$ cat config.mk
export PLATFORM = sky130hd
export DESIGN_NAME = pipe_ctl_unit
export DESIGN_NICKNAME = d
export VERILOG_FILES = /design/src/rtl/pipe_ctl_unit.sv
export SDC_FILE = /design/constraint.sdc
export NUM_CORES = 1
export LEC_CHECK = 0
export ABC_AREA = 1
export CORE_ASPECT_RATIO = 0.5
export CORE_MARGIN = 3
export CORE_UTILIZATION = 46
export CTS_CLUSTER_SIZE = 24
export DETAILED_ROUTE_END_ITERATION = 8
export GPL_TIMING_DRIVEN = 0
export PLACE_DENSITY = 0.77
export SETUP_SLACK_MARGIN = 0.05
export SYNTH_ARGS = -nofsm -noshare
export SYNTH_HDL_FRONTEND = slang
export SYNTH_SLANG_ARGS = --single-unit
$ cat constraint.sdc
create_clock -name i_clk -period 1.7 [get_ports i_clk]
set_input_delay 0.34 -clock i_clk [delete_from_list [all_inputs] [get_ports i_clk]]
set_output_delay 0.34 -clock i_clk [all_outputs]
set_load 0.01 [all_outputs]
$ cat src/rtl/pipe_ctl_unit.sv
// Pipeline run control for the 5-stage MIPS core: hazard stalls, start/step/halt/drain, perf counters.
// Optional single-step support is compiled in with the PIPE_CTL_STEP_EN macro.
module pipe_ctl_unit #(
  parameter int NB_REG       = 5,
  parameter int NB_CNT       = 32,
  parameter int DRAIN_CYCLES = 4,
  parameter int BRANCH_IN_ID = 1
) (
  input  logic              i_clk,
  input  logic              i_rst,
  input  logic              i_start,
  input  logic              i_step,
  input  logic              i_halt,
  input  logic [NB_REG-1:0] i_if_id_rs,
  input  logic [NB_REG-1:0] i_if_id_rt,
  input  logic              i_if_id_uses_rt,
  input  logic              i_if_id_branch,
  input  logic [NB_REG-1:0] i_id_ex_dst,
  input  logic              i_id_ex_mem_read,
  input  logic              i_id_ex_reg_we,
  input  logic [NB_REG-1:0] i_ex_mem_dst,
  input  logic              i_ex_mem_mem_read,
  output logic              o_pc_we,
  output logic              o_if_id_we,
  output logic              o_if_id_flush,
  output logic              o_id_ex_bubble,
  output logic              o_pipe_en,
  output logic [2:0]        o_state,
  output logic              o_done,
  output logic [NB_CNT-1:0] o_cycle_cnt,
  output logic [NB_CNT-1:0] o_stall_cnt
);

  localparam logic [2:0] ST_IDLE  = 3'd0;
  localparam logic [2:0] ST_RUN   = 3'd1;
  localparam logic [2:0] ST_STEP  = 3'd2;
  localparam logic [2:0] ST_DRAIN = 3'd3;
  localparam logic [2:0] ST_DONE  = 3'd4;

  localparam int                NB_DRN   = (DRAIN_CYCLES > 1) ? $clog2(DRAIN_CYCLES) : 1;
  localparam logic [NB_DRN-1:0] DRN_LOAD = NB_DRN'(DRAIN_CYCLES - 1);
  localparam logic [NB_DRN-1:0] DRN_ONE  = {{(NB_DRN-1){1'b0}}, 1'b1};
  localparam logic [NB_CNT-1:0] CNT_MAX  = {NB_CNT{1'b1}};
  localparam logic [NB_CNT-1:0] CNT_ONE  = {{(NB_CNT-1){1'b0}}, 1'b1};

  // Register 0 is hardwired to zero, so it can never carry a dependency.
  function automatic logic reg_match(input logic [NB_REG-1:0] a, input logic [NB_REG-1:0] b);
    return (a == b) && (a != {NB_REG{1'b0}});
  endfunction

  logic [2:0]        state, state_nxt;
  logic [NB_DRN-1:0] drn_cnt, drn_cnt_nxt;
  logic              active, lu, br1, br2, stall;

`ifndef PIPE_CTL_STEP_EN
  logic unused_step;
  assign unused_step = i_step;
`endif

  // Hazard detection against the instructions in EX and MEM.
  always_comb begin
    lu = i_id_ex_mem_read &&
         (reg_match(i_id_ex_dst, i_if_id_rs) ||
          (i_if_id_uses_rt && reg_match(i_id_ex_dst, i_if_id_rt)));
    if (BRANCH_IN_ID != 0) begin
      br1 = i_if_id_branch && i_id_ex_reg_we &&
            (reg_match(i_id_ex_dst, i_if_id_rs) || reg_match(i_id_ex_dst, i_if_id_rt));
      br2 = i_if_id_branch && i_ex_mem_mem_read &&
            (reg_match(i_ex_mem_dst, i_if_id_rs) || reg_match(i_ex_mem_dst, i_if_id_rt));
    end else begin
      br1 = 1'b0;
      br2 = 1'b0;
    end
    active = (state == ST_RUN) || (state == ST_STEP);
    stall  = active && (lu || br1 || br2);
  end

  // Latch enables decoded from state and the current hazard.
  always_comb begin
    o_pc_we        = 1'b0;
    o_if_id_we     = 1'b0;
    o_if_id_flush  = 1'b0;
    o_id_ex_bubble = 1'b0;
    o_pipe_en      = 1'b0;
    o_done         = 1'b0;
    case (state)
      ST_RUN, ST_STEP: begin
        o_pipe_en      = 1'b1;
        o_pc_we        = !stall;
        o_if_id_we     = !stall;
        o_id_ex_bubble = stall;
      end
      ST_DRAIN: begin
        o_pipe_en     = 1'b1;
        o_if_id_we    = 1'b1;
        o_if_id_flush = 1'b1;
      end
      ST_DONE:  o_done = 1'b1;
      default:  o_done = 1'b0;
    endcase
  end

  // Run-control sequencing; a halt seen during a stall waits for the stall to clear.
  always_comb begin
    state_nxt   = state;
    drn_cnt_nxt = drn_cnt;
    case (state)
      ST_IDLE: begin
        if (i_start) state_nxt = ST_RUN;
`ifdef PIPE_CTL_STEP_EN
        else if (i_step) state_nxt = ST_STEP;
`endif
        else state_nxt = ST_IDLE;
      end
      ST_RUN, ST_STEP: begin
        if (i_halt && !stall) begin
          state_nxt   = ST_DRAIN;
          drn_cnt_nxt = DRN_LOAD;
        end else if (state == ST_STEP) begin
          state_nxt = ST_IDLE;
        end else begin
          state_nxt = ST_RUN;
        end
      end
      ST_DRAIN: begin
        if (drn_cnt == {NB_DRN{1'b0}}) state_nxt = ST_DONE;
        else drn_cnt_nxt = drn_cnt - DRN_ONE;
      end
      ST_DONE: state_nxt = ST_DONE;
      default: state_nxt = ST_IDLE;
    endcase
  end

  // State, drain countdown and saturating performance counters.
  always_ff @(posedge i_clk or negedge i_rst) begin
    if (!i_rst) begin
      state       <= ST_IDLE;
      drn_cnt     <= {NB_DRN{1'b0}};
      o_cycle_cnt <= {NB_CNT{1'b0}};
      o_stall_cnt <= {NB_CNT{1'b0}};
    end else begin
      state   <= state_nxt;
      drn_cnt <= drn_cnt_nxt;
      if (o_pipe_en && (o_cycle_cnt != CNT_MAX)) o_cycle_cnt <= o_cycle_cnt + CNT_ONE;
      else o_cycle_cnt <= o_cycle_cnt;
      if (stall && (o_stall_cnt != CNT_MAX)) o_stall_cnt <= o_stall_cnt + CNT_ONE;
      else o_stall_cnt <= o_stall_cnt;
    end
  end

  assign o_state = state;

endmodule

==> impl_results.md, run 1 <==
- Status: finished with violations
- Failing checks: setup timing
- Yosys cell types: 30
- Worst-path clk slew: 0.06 ns
- Post-DP HPWL: between 9 and 10 mm
- Placed inst area: just under 0.006 sq mm
- Mux contribution to synthesized area: 0%
- Max Clock Freq: between 0.5 and 0.6 GHz
- CP max FO: 4
- Highest ir drop seen on vdd: 0.510 mV
- Flops & latches, synth: 69
- 1st-pass router iterations: 5
- Layout net count: 913
- Final total power: 3.79 mW
- Gpl congestion: 0.917
- Vias: roughly 5500
- Worst EP required: approximately 1.4 ns
- Crit Path Class: reg -> out
- Die Height: approximately 77 microns
- Die Span X: around 150 microns
- Mapped Area: roughly 0.0046 sq mm
- # diodes: 0
- Cells after Synth: between 600 and 700
- Net Count, Synth: 703
- Min Clock Period, post-route: 1.83 ns
- Sw Ratio: ~22%
- Crit path capture type: output pin
- Syn avg cell area: 6.90 sq um
- Critical Path Start: o_state[1]$_DFFE_PN0P_
- # rows: 25
- Grt ovf: 0
- Area Growth Syn to Fin: 61.2%
- Critical-path top delay cell: dfrtp_2
- CTS Hold Bufs: 0
- RSZ-0062 raised after global routing: true
- Worst skew pair latency: 0.34 ns
- Core ar.: between 0.009 and 0.01 sq mm
- Crit path cell chain: nor2_4 -> nor2_4 -> nand2_2 -> clkinv_4 -> nand2_4 -> clkinv_4 -> buf_8 -> buf_6
- Residual DRC: 0
- Sw Pwr: 0.824 mW
- H-tree depth: 3
- Pin count of the biggest net entering global routing: 70
- Final setup fails: 46
- Crit path launch type: register
- Synth Area in XOR/XNOR: between 10% and 20%
- GRT Total Usage: around a quarter
- Wire per inst: between 15 and 20 microns
- CTS tree: yes
- Sequential share of power: between 40% and 50%
- Yosys synthesis warning count: 0
- Slew Viols, Final: 0
- Largest area contributor in the netlist: dfrtp_1
- Fin. Hold Viols: 0
- WP data arrival: about 1.5 ns
- Via density: between 5 and 6
- Largest family of logic cells by synthesized area: simple AND/OR/NAND/NOR gates
- Slowest stage delay, CP: 0.45 ns
- Worst-margin pin slew: around 0.9 ns
- Pleak: ~4.0 nW
- Reg2reg start: o_cycle_cnt[0]$_DFFE_PN0P_
- Final worst slack: -0.128 ns
- CTS max path bufs: 2
- Vias in the first global route: around 4900
- Post-route antenna net violation count: 0
- Global-route wire length before repair: around 24 mm
- # IOs: a little over 100
- Hold crit path type: in -> async
- Top-area cell type share of the netlist area: a little under two fifths
- Port bufs: around 100
- Area fraction in compound gates after synthesis: between 2 and 3%
- Die area: between 0.01 and 0.015 sq mm
- Starting Density: 48.2%
- Final clock skew: 0.00712 ns
- Num CTS Buffers: 9
- Fin area: between 0.007 and 0.008 sq mm
- Adder-Cell Fraction of Synth Area: less than 1%
- CTS root buf: clkbuf_16
- Period utilisation layout: 108%
- Max_slew headroom: 41.0%
- Dpl ws: -1.24 ns
- Combinational power share: 4.9%
- Initial antenna violation count: 0
- Post-Synth Simple-Gate Area: between 40% and 50%
- 1st-iter DRT viols: around 480
- Final WL: 16.8 mm
- Max Cap Viol: 0
- Sequential fraction of the synthesis area: 37.3%
- Layout cell share with drive strength beyond 1: a little over a third
- Dominant cells by area after synthesis: dfrtp_1 37%, nand2_1 19%, xor2_1 6.4%
- Internal: 2.97 mW
- Pwr Density: 509 mW/mm^2
- Clock share of power: between 50% and 60%
- Clk sink count: between 60 and 70
-- logic make-up after synthesis --
| kind of cell | after synthesis |
|---|---|
| AOI/OAI and AO/OA | 23 |
| buffers and inverters | 81 |
| adders and majority gates | 3 |
| and+or+nand+nor | 439 |
| xor gates and xnor gates | 55 |
| DFF | 69 |
-- per-stage QoR --
step	setup TNS (ns)	hold WS (ns)	std cells	utilization [%]
finish	-2.35	0.116	1020	77.6
CTS	-3.19	0.152	982	71.2
global placement	-162.09	0.498	906	61.3
detailed placement	-23.32	0.496	906	61.2
floorplan	0	0.0444	670	-
global route	-7.24	0.180	1020	77.6
-- what timing repair did --
action,CTS,global route
gates resized for setup,209,153
endpoints found under the setup margin,120,84
pin swaps,38,49
gates cloned,4,2
endpoints found under the hold margin,0,0
setup buffers,56,37
-- critical path: cells and delay by family, from the launching register on --
family,cells,cell delay (ns)
AND/OR/NAND/NOR,4,0.34
flip-flops,1,0.45
buffers and inverters,4,0.34
-- power groups by stage --
stage	clock network [mW]	logic [mW]	registers, mW
final	1.96	0.185	1.64
after global placement	0	0.186	1.67
after detailed placement	0	0.189	1.67
after floorplan	0	0.0627	1.67
after global routing	2.08	0.205	1.64
after CTS	1.97	0.187	1.64
-- cell type report --
| type | count | area (sq um) |
|---|---|---|
| Fill cell | 684 | 2150 |
| Tap cell | 135 | 169 |
| Multi-Input combinational cell | 521 | 3130 |
| Inverter | 71 | 289 |
| Sequential cell | 69 | 1760 |
| Timing Repair inverter | 1 | 8.76 |
| Clock buffer | 13 | 270 |
| Timing Repair Buffer | 197 | 1650 |
| Buffer | 10 | 131 |
| Clock inverter | 3 | 42.5 |
-- placed cells by master (no fill, tap or decap), drive strengths merged, types with 4 or more instances in the layout --
| cell | n |
|---|---|
| dlymetal6s2s | 15 |
| nand3b | 4 |
| nor2 | 77 |
| dlygate4sd2 | 45 |
| clkdlybuf4s50 | 14 |
| xnor2 | 21 |
| o21ai | 20 |
| nand3 | 61 |
| nand4 | 18 |
| dfrtp | 69 |
| nor3 | 34 |
| xor2 | 34 |
| buf | 118 |
| nand2 | 241 |
| inv | 70 |
| clkbuf | 28 |
-- state kept, by name, indices dropped and copies added, names as in the netlist --
register,flops
drn_cnt,2
o_cycle_cnt,32
o_state,3
o_stall_cnt,32
-- metal layers --
| layer | up-vias | GRT usage (%) | wire length, microns |
|---|---|---|---|
| met5 | - | 0 | 0 |
| met4 | 0 | 6.41 | 478 |
| met3 | 51 | 5.49 | 1030 |
| met2 | 237 | 45.9 | 8560 |
| met1 | 2602 | 33.3 | 6700 |
| li1 | 2563 | - | - |
-- cells in the mapped netlist --
cell	number
nand2_1	240
nor2_1	75
dfrtp_1	69
inv_1	68
nand3_1	56
xor2_1	34
nor3_1	30
xnor2_1	21
nand4_1	18
o21ai_0	17
buf_2	5
nand3b_1	4
buf_6	3
ha_1	3
nor3_2	3
o21ai_1	3
a21boi_0	2
clkbuf_1	2
inv_2	2
nand3_2	2
nand3_4	2
nor2_4	2
nor3b_1	2
a21oi_1	1
and2_1	1
clkinv_1	1
nand2_2	1
nor3_4	1
nor4_1	1
nor4_2	1
-- path summary, 6_finish.rpt --
| check | slack, ns | to | depth (start not counted) |
|---|---|---|---|
| max in group asynchronous | 0.93 | o_cycle_cnt[11]$_DFFE_PN0P_ | 1 |
| setup reg to reg | -0.10 | o_cycle_cnt[31]$_DFFE_PN0P_ | 11 |
| min in group i_clk | 0.52 | drn_cnt[1]$_DFFE_PN0P_ | 2 |
| hold reg to reg | 0.52 | drn_cnt[1]$_DFFE_PN0P_ | 2 |
| setup / recovery | -0.13 | o_id_ex_bubble | 8 |
| hold / removal | 0.12 | o_stall_cnt[9]$_DFFE_PN0P_ | 1 |
(Power assumes the default switching activity.)
==> run 2: changes to the inputs <==
--- a/config.mk
+++ b/config.mk
@@ -11,7 +11,9 @@
 export CORE_UTILIZATION = 46
 export CTS_CLUSTER_SIZE = 24
 export DETAILED_ROUTE_END_ITERATION = 8
+export GPL_ROUTABILITY_DRIVEN = 1
 export GPL_TIMING_DRIVEN = 0
+export HOLD_SLACK_MARGIN = 0.02
 export PLACE_DENSITY = 0.77
 export SETUP_SLACK_MARGIN = 0.05
 export SYNTH_ARGS = -nofsm -noshare
==> results of run 2 <==
No change in the layout: final DEF, timing and power equal those of run 1.
==> run 3: changes to the inputs <==
--- a/config.mk
+++ b/config.mk
@@ -6,6 +6,7 @@
 export NUM_CORES = 1
 export LEC_CHECK = 0
 export ABC_AREA = 1
+export CAP_MARGIN = 20
 export CORE_ASPECT_RATIO = 0.5
 export CORE_MARGIN = 3
 export CORE_UTILIZATION = 46
@@ -13,7 +14,6 @@
 export DETAILED_ROUTE_END_ITERATION = 8
 export GPL_ROUTABILITY_DRIVEN = 1
 export GPL_TIMING_DRIVEN = 0
-export HOLD_SLACK_MARGIN = 0.02
 export PLACE_DENSITY = 0.77
 export SETUP_SLACK_MARGIN = 0.05
 export SYNTH_ARGS = -nofsm -noshare
==> results of run 3 <==
No change in the layout: final DEF, timing and power equal those of run 1.
